--- src/rtl/lmsm_sequencer_pkg.sv ---
// Shared opcodes, state encoding and sizing for the lm/sm micro-op sequencer.
// Imported by the interface, the lowest-set-bit picker and the sequencer top.
package lmsm_sequencer_pkg;

    localparam int NREG = 8;
    localparam int OFFW = 3;

    localparam logic [3:0] OP_ADD = 4'b0000;
    localparam logic [3:0] OP_ADI = 4'b0001;
    localparam logic [3:0] OP_NDU = 4'b0010;
    localparam logic [3:0] OP_LHI = 4'b0011;
    localparam logic [3:0] OP_LW  = 4'b0100;
    localparam logic [3:0] OP_SW  = 4'b0101;
    localparam logic [3:0] OP_LM  = 4'b0110;
    localparam logic [3:0] OP_SM  = 4'b0111;

    typedef enum logic {
        IDLE = 1'b0,
        SEQ  = 1'b1
    } state_t;

endpackage

--- src/rtl/lmsm_sequencer_if.sv ---
// ID-stage inputs and micro-op outputs of the lm/sm sequencer.
// slave: sequencer side (DUT); master: pipeline side driving the ID fields.
interface lmsm_sequencer_if;
    import lmsm_sequencer_pkg::*;

    logic            validID;
    logic [3:0]      opcodeID;
    logic [2:0]      raID;
    logic [NREG-1:0] immID;
    logic            hold;
    logic            flush;
    logic            stallID;
    logic            busy;
    logic            uop_valid;
    logic            uop_load;
    logic [2:0]      uop_reg;
    logic [2:0]      uop_base;
    logic [OFFW-1:0] uop_off;
    logic            uop_last;
    logic [15:0]     stall_cycles;

    modport slave (
        input  validID, opcodeID, raID, immID, hold, flush,
        output stallID, busy, uop_valid, uop_load, uop_reg,
        output uop_base, uop_off, uop_last, stall_cycles
    );

    modport master (
        output validID, opcodeID, raID, immID, hold, flush,
        input  stallID, busy, uop_valid, uop_load, uop_reg,
        input  uop_base, uop_off, uop_last, stall_cycles
    );

endinterface

--- src/rtl/lmsm_sequencer_lsb_pick.sv ---
// Combinational lowest-set-bit finder over an NREG-bit register mask.
// Ports: mask_i in; idx_o index, onehot_o isolated bit, more_o popcount>=2.
module lmsm_sequencer_lsb_pick
    import lmsm_sequencer_pkg::*;
(
    input  logic [NREG-1:0] mask_i,
    output logic [OFFW-1:0] idx_o,
    output logic [NREG-1:0] onehot_o,
    output logic            more_o
);

    // Scan high to low so the lowest set bit is the final writer.
    always_comb begin
        idx_o = '0;
        for (int i = NREG - 1; i >= 0; i--) begin
            if (mask_i[i]) begin
                idx_o = OFFW'(i);
            end
        end
    end

    assign onehot_o = mask_i & (~mask_i + NREG'(1));

    // Clearing the lowest bit leaves something only if two or more were set.
    assign more_o = |(mask_i & (mask_i - NREG'(1)));

endmodule

--- src/rtl/lmsm_sequencer.sv ---
// Expands lm/sm in ID into one lw/sw-style micro-op per cycle, lowest reg first.
// Ports: clk, reset (async high), bus (slave). Macro LMSM_PERF_CNT_EN adds stall_cycles.
module lmsm_sequencer
    import lmsm_sequencer_pkg::*;
(
    input  logic        clk,
    input  logic        reset,
    lmsm_sequencer_if.slave bus
);

    state_t          state_q, state_d;
    logic [NREG-1:0] mask_q, mask_d;
    logic [OFFW-1:0] cnt_q, cnt_d;
    logic [2:0]      base_q, base_d;
    logic            load_q, load_d;

    logic            uv_q, uv_d;
    logic            ul_q, ul_d;
    logic [2:0]      ur_q, ur_d;
    logic [2:0]      ub_q, ub_d;
    logic [OFFW-1:0] uo_q, uo_d;
    logic            ulast_q, ulast_d;

    logic [NREG-1:0] sel;
    logic [OFFW-1:0] idx;
    logic [NREG-1:0] onehot;
    logic            more;
    logic            is_lmsm;
    logic            start;

    assign is_lmsm = (bus.opcodeID == OP_LM) | (bus.opcodeID == OP_SM);
    assign start   = bus.validID & is_lmsm & ~bus.hold & ~bus.flush
                   & (state_q == IDLE);
    assign sel     = (state_q == SEQ) ? mask_q : bus.immID;

    lmsm_sequencer_lsb_pick u_pick (
        .mask_i   (sel),
        .onehot_o (onehot),
        .idx_o    (idx),
        .more_o   (more)
    );

    // Hold does not mask the stall: ID must stay put while frozen too.
    always_comb begin
        bus.stallID = 1'b0;
        if (!reset && !bus.flush) begin
            if (state_q == SEQ) begin
                bus.stallID = more;
            end else begin
                bus.stallID = bus.validID & is_lmsm & more;
            end
        end
    end

    always_comb begin
        state_d = state_q;
        mask_d  = mask_q;
        cnt_d   = cnt_q;
        base_d  = base_q;
        load_d  = load_q;
        uv_d    = uv_q;
        ul_d    = ul_q;
        ur_d    = ur_q;
        ub_d    = ub_q;
        uo_d    = uo_q;
        ulast_d = ulast_q;
        if (bus.flush) begin
            state_d = IDLE;
            mask_d  = '0;
            cnt_d   = '0;
            uv_d    = 1'b0;
        end else if (!bus.hold) begin
            unique case (state_q)
                IDLE: begin
                    uv_d = 1'b0;
                    if (start && (bus.immID != '0)) begin
                        uv_d    = 1'b1;
                        ul_d    = (bus.opcodeID == OP_LM);
                        ur_d    = idx;
                        ub_d    = bus.raID;
                        uo_d    = '0;
                        ulast_d = ~more;
                        if (more) begin
                            state_d = SEQ;
                            mask_d  = bus.immID & ~onehot;
                            cnt_d   = OFFW'(1);
                            base_d  = bus.raID;
                            load_d  = (bus.opcodeID == OP_LM);
                        end
                    end
                end
                SEQ: begin
                    uv_d    = 1'b1;
                    ul_d    = load_q;
                    ur_d    = idx;
                    ub_d    = base_q;
                    uo_d    = cnt_q;
                    ulast_d = ~more;
                    mask_d  = mask_q & ~onehot;
                    cnt_d   = cnt_q + OFFW'(1);
                    if (!more) begin
                        state_d = IDLE;
                        mask_d  = '0;
                        cnt_d   = '0;
                    end
                end
                default: state_d = IDLE;
            endcase
        end
    end

    always_ff @(posedge clk or posedge reset) begin
        if (reset) begin
            state_q <= IDLE;
            mask_q  <= '0;
            cnt_q   <= '0;
            base_q  <= '0;
            load_q  <= 1'b0;
            uv_q    <= 1'b0;
            ul_q    <= 1'b0;
            ur_q    <= '0;
            ub_q    <= '0;
            uo_q    <= '0;
            ulast_q <= 1'b0;
        end else begin
            state_q <= state_d;
            mask_q  <= mask_d;
            cnt_q   <= cnt_d;
            base_q  <= base_d;
            load_q  <= load_d;
            uv_q    <= uv_d;
            ul_q    <= ul_d;
            ur_q    <= ur_d;
            ub_q    <= ub_d;
            uo_q    <= uo_d;
            ulast_q <= ulast_d;
        end
    end

    assign bus.busy      = (state_q == SEQ);
    assign bus.uop_valid = uv_q;
    assign bus.uop_load  = ul_q;
    assign bus.uop_reg   = ur_q;
    assign bus.uop_base  = ub_q;
    assign bus.uop_off   = uo_q;
    assign bus.uop_last  = ulast_q;

`ifdef LMSM_PERF_CNT_EN
    logic [15:0] scnt_q;

    always_ff @(posedge clk or posedge reset) begin
        if (reset) begin
            scnt_q <= '0;
        end else if (bus.stallID && (scnt_q != 16'hFFFF)) begin
            scnt_q <= scnt_q + 16'd1;
        end
    end

    assign bus.stall_cycles = scnt_q;
`else
    assign bus.stall_cycles = 16'h0000;
`endif

endmodule

--- src/flat_wrapper.sv ---
// flat-port wrapper written by rule: the top's interface ports become plain ports
module lmsm_sequencer_flat import lmsm_sequencer_pkg::*;
  (clk, reset, bus_validID, bus_opcodeID, bus_raID, bus_immID, bus_hold, bus_flush, bus_stallID, bus_busy, bus_uop_valid, bus_uop_load, bus_uop_reg, bus_uop_base, bus_uop_off, bus_uop_last, bus_stall_cycles);
  lmsm_sequencer_if bus_i ();
  input  logic clk;
  input  logic reset;
  input wire logic [$bits(bus_i.validID)-1:0] bus_validID;
  input wire logic [$bits(bus_i.opcodeID)-1:0] bus_opcodeID;
  input wire logic [$bits(bus_i.raID)-1:0] bus_raID;
  input wire logic [$bits(bus_i.immID)-1:0] bus_immID;
  input wire logic [$bits(bus_i.hold)-1:0] bus_hold;
  input wire logic [$bits(bus_i.flush)-1:0] bus_flush;
  output wire logic [$bits(bus_i.stallID)-1:0] bus_stallID;
  output wire logic [$bits(bus_i.busy)-1:0] bus_busy;
  output wire logic [$bits(bus_i.uop_valid)-1:0] bus_uop_valid;
  output wire logic [$bits(bus_i.uop_load)-1:0] bus_uop_load;
  output wire logic [$bits(bus_i.uop_reg)-1:0] bus_uop_reg;
  output wire logic [$bits(bus_i.uop_base)-1:0] bus_uop_base;
  output wire logic [$bits(bus_i.uop_off)-1:0] bus_uop_off;
  output wire logic [$bits(bus_i.uop_last)-1:0] bus_uop_last;
  output wire logic [$bits(bus_i.stall_cycles)-1:0] bus_stall_cycles;
  assign bus_i.validID = bus_validID;
  assign bus_i.opcodeID = bus_opcodeID;
  assign bus_i.raID = bus_raID;
  assign bus_i.immID = bus_immID;
  assign bus_i.hold = bus_hold;
  assign bus_i.flush = bus_flush;
  assign bus_stallID = bus_i.stallID;
  assign bus_busy = bus_i.busy;
  assign bus_uop_valid = bus_i.uop_valid;
  assign bus_uop_load = bus_i.uop_load;
  assign bus_uop_reg = bus_i.uop_reg;
  assign bus_uop_base = bus_i.uop_base;
  assign bus_uop_off = bus_i.uop_off;
  assign bus_uop_last = bus_i.uop_last;
  assign bus_stall_cycles = bus_i.stall_cycles;
  lmsm_sequencer u_core (.clk(clk), .reset(reset), .bus(bus_i));
endmodule
--- config.mk ---
export PLATFORM = sky130hd
export DESIGN_NAME = lmsm_sequencer_flat
export DESIGN_NICKNAME = d
export VERILOG_FILES = /design/src/rtl/lmsm_sequencer_pkg.sv /design/src/rtl/lmsm_sequencer_if.sv /design/src/rtl/lmsm_sequencer_lsb_pick.sv /design/src/rtl/lmsm_sequencer.sv /design/src/flat_wrapper.sv
export SDC_FILE = /design/constraint.sdc
export NUM_CORES = 1
export LEC_CHECK = 0
export ABC_AREA = 1
export CAP_MARGIN = 5
export CORE_MARGIN = 5
export CORE_UTILIZATION = 43
export CTS_CLUSTER_DIAMETER = 60
export DETAILED_ROUTE_END_ITERATION = 12
export DONT_BUFFER_PORTS = 1
export PLACE_DENSITY = 0.66
export RECOVER_POWER = 100
export SYNTH_ARGS = -nofsm -noshare
export SYNTH_HDL_FRONTEND = slang
export SYNTH_SLANG_ARGS = --single-unit
--- constraint.sdc ---
create_clock -name clk -period 1.7 [get_ports clk]
set_input_delay 0.17 -clock clk [delete_from_list [all_inputs] [get_ports clk]]
set_output_delay 0.17 -clock clk [all_outputs]
set_load 0.005 [all_outputs]
==> metrics.md <==
| Metric | Value |
|---|---|
| Worst path cell trace | buf_4, nand2_2, nand2_4, nor2_4, nand2_4, o21ai_4, nand2_2, inv_4, nand2_4, inv_4, a211oi_4 |
| CP startpoint kind | flip-flop |
| CTS tree | built |
| Post-route DRC | 0 |
| Worst Setup End Kind | output port |
| Sequential cell area fraction in the yosys report | around two fifths |
| # setup viols final | 24 |
| Initial Utilization | 44.7% |
| Die area | 5620 µm² |
| Final core utilization | approximately three fifths |
| Synth Area in Adders | less than 1% |
| DRT Pass-1 Iters | 4 |
| Core area | ~4100 µm² |
| Power Total | between 1.5 and 2 mW |
| Number of diodes | 0 |
| Family with the most delay on the worst path | simple AND/OR/NAND/NOR gates |
| Site Rows | 23 |
| Final max-slew violation count | 0 |
| Reg2reg start | u_core.bus.busy |
| Pint | roughly 1.2 mW |
| Area fraction of the dominant cell type after synthesis | 38.6% |
| Dpl ws | -0.138 ns |
| Final hold violations | 0 |
| Critical Path Slowest Stage Cell | dfrtp_2 |
| Detail Route Antenna Nets | 0 |
| VDD IR max | about 0.38 mV |
| Mean Syn Cell Area | 8.10 µm² |
| Slew HR | roughly half |
| Synth Instances | 224 |
| Initial antenna violation count | 0 |
| # port buffers | 0 |
| Routed len/inst | 15.5 µm |
| Area leader, netlist | dfrtp_1 |
| Final GP Congestion | 0.869 |
| Fin nets | ~290 |
| Inst Count DP | approximately 300 |
| Chip Height | between 70 and 80 µm |
| Compound-Gate Fraction of Synth Area | 11.8% |
| Global Route Usage Sum | approximately 18% |
| Worst-path clk slew | 0.10 ns |
| Post-Syn Area | 1820 µm² |
| CP bufs+invs | 3 |
| Most used cell, CP | nand2_4 |
| Tmin final | 2.00 ns |
| Root buf cell | clkbuf_8 |
| Area Overhead vs Synth | 33.3% |
| Pin count of the biggest net entering global routing | 29 |
| Area of the multi-input gates | roughly 1100 µm² |
| Failing checks | negative setup slack |
| Fin crit share | 117% |
| DP HPWL | roughly 3100 µm |
| Max-capacitance violation count | 0 |
| Library cells used by synthesis | 33 |
| Min-delay src | bus_raID[1] |
| Commonest cells post-synth | nand2_1, dfrtp_1, nand2_2, inv_1, buf_4 |
| Status | complete, but fails checks |
| Setup Skew | between 0.002 and 0.003 ns |
| Leak | between 1 and 1.5 nW |
| Number of global-route vias before repair | approximately 1,600 |
| CP Data Required Time | approximately 1.5 ns |
| DRT iter0 DRCs | around 120 |
| # H-tree levels | 1 |
| Critical Path Source | u_core.bus.busy |
| Sequential group share of total power | a little under half |
| Maximum fanout along the worst path | 6 |
| Clock Path Buffers | 2 |
| Critical setup path kind | flip-flop to output port |
| Routed vias | 1,629 |
| Worst-margin pin slew | just over 0.7 ns |
| Global route overflow | 0 |
| Cell area after layout | between 2000 and 2500 µm² |
| Mux share of post-synthesis cell area | 0% |
| Top_reg_cell synth | dfrtp_1 |
| Post-synthesis xor/xnor area fraction | less than 1% |
| Max FFs per register | 8 |
| R2R setup slack | -0.26 ns |
| Synth area leaders | dfrtp_1, nand2_1, buf_4 |
| # fillers | between 300 and 400 |
| Routed wire length | ~5000 µm |
| Combinational share of power | about a fifth |
| Width of the die | roughly 75 µm |
| Global-route wire length before repair | 7420 µm |
| Pwr Density | ~690 nW/µm² |
| I/O pin cnt | 50 |
| Via density | between 5 and 6 |
| Share of layout cells above drive strength 1 | a little under half |
| Placed cell areas | roughly 2000 µm² |
| Number of synthesized flops with an enable pin | 0 |
| Async set or reset register ratio after synthesis | 100% |
| Net load switching power | about 470 µW |
| Sw frac | between 20% and 30% |
| Largest family of logic cells by synthesized area | simple AND/OR/NAND/NOR gates |
| CP peak stage delay | 0.47 ns |
| Synth Area in Simple Gates | roughly a third |
| Worst hold path class | input port to flip-flop |
| Num Clock Sinks | 28 |
| Count leader, synth | nand2_1 |
| F_max | approximately 500 MHz |
| Final cell count without fillers | about 320 |
| Final worst setup slack | -0.296 ns |
| Biggest register | u_core.mask_q |
| Num CTS Buffers | 3 |
| Clk_lat worst skew | a little under 0.3 ns |
| Register area | about 700 µm² |
| Critical path arrival | ~1.8 ns |
| Clock network fraction of total power | between 30 and 40% |
| RSZ-0062 raised after global routing | true |
| Synth Register Bits | 28 |
| Ys Warns | 0 |
## power by group through the flow
stage,clock (mW),sequential [mW],combinational (mW)
finish,0.552,0.784,0.330
CTS,0.550,0.784,0.286
detailed placement,0,0.797,0.251
global placement,0,0.796,0.248
floorplan,0,0.784,0.215
global route,0.579,0.791,0.365
## through the flow
| step | TNS, ns | hold slack (ns) |
|---|---|---|
| finish | -4.07 | 0.00133 |
| global route | -6.46 | 0.0137 |
| CTS | -2.75 | 0.00429 |
| detailed placement | -1.65 | 0.200 |
| global placement | -1.05 | 0.192 |
| floorplan | 0 | 0.244 |
## metal layers
| metal | up-vias | track usage, % | wire length, µm |
|---|---|---|---|
| met1 | 778 | 20.9 | 1980 |
| li1 | 778 | - | - |
| met5 | - | 0 | 0 |
| met2 | 62 | 30.0 | 2530 |
| met3 | 11 | 3.87 | 305 |
| met4 | 0 | 8.89 | 159 |
## cells in the final DEF (no fill, tap or decap), drive strengths merged, types with 2 or more instances in the layout
cell type and instances:
conb 16, o21ai 16, o31ai 3, nor2 21
buf 47, dfrtp 28, clkbuf 4, inv 24
nor4 2, a21oi 3, nand2 77, a31oi 4
nand3 16
## path summary, 6_finish.rpt
kind	to	depth (start not counted)
hold / removal	u_core.base_q[1]	2
max in group asynchronous	u_core.bus.busy	3
setup / recovery	bus_stallID	11
hold reg to reg	u_core.load_q	2
setup reg to reg	u_core.mask_q[3]	13
min in group asynchronous	u_core.bus.uop_last	3
## worst reg2reg max path, delay by kind of cell, from the launching register on
| family | cells | cell delay, ns |
|---|---|---|
| AOI/OAI and AO/OA | 2 | 0.26 |
| and+or+nand+nor | 8 | 0.81 |
| buffers and inverters | 3 | 0.35 |
| DFF | 1 | 0.47 |
## what timing repair did
action | in CTS | in global routing
setup buffers | 12 | 6
endpoints found under the setup margin | 21 | 29
hold endpoints to repair | 28 | 0
resized for setup | 25 | 30
cloned | 2 | 0
hold buffers | 1 | 0
pin swaps | 10 | 13
## cell type report
type	count	area share (%)
clock buffers	3	1.71
clock inverters	1	1.24
flip-flops and latches	28	29.0
multi-input cells	167	44.9
inverters	24	4.14
well taps	50	2.59
repair buffers	49	16.4
## logic make-up after synthesis
kind of cell,count (synthesis)
simple gates,117
buf+inv,45
compound gates,31
flops,28
xor+xnor,1
fa+ha+maj,1
other cells,1
Power figures use the tool's default switching activity.
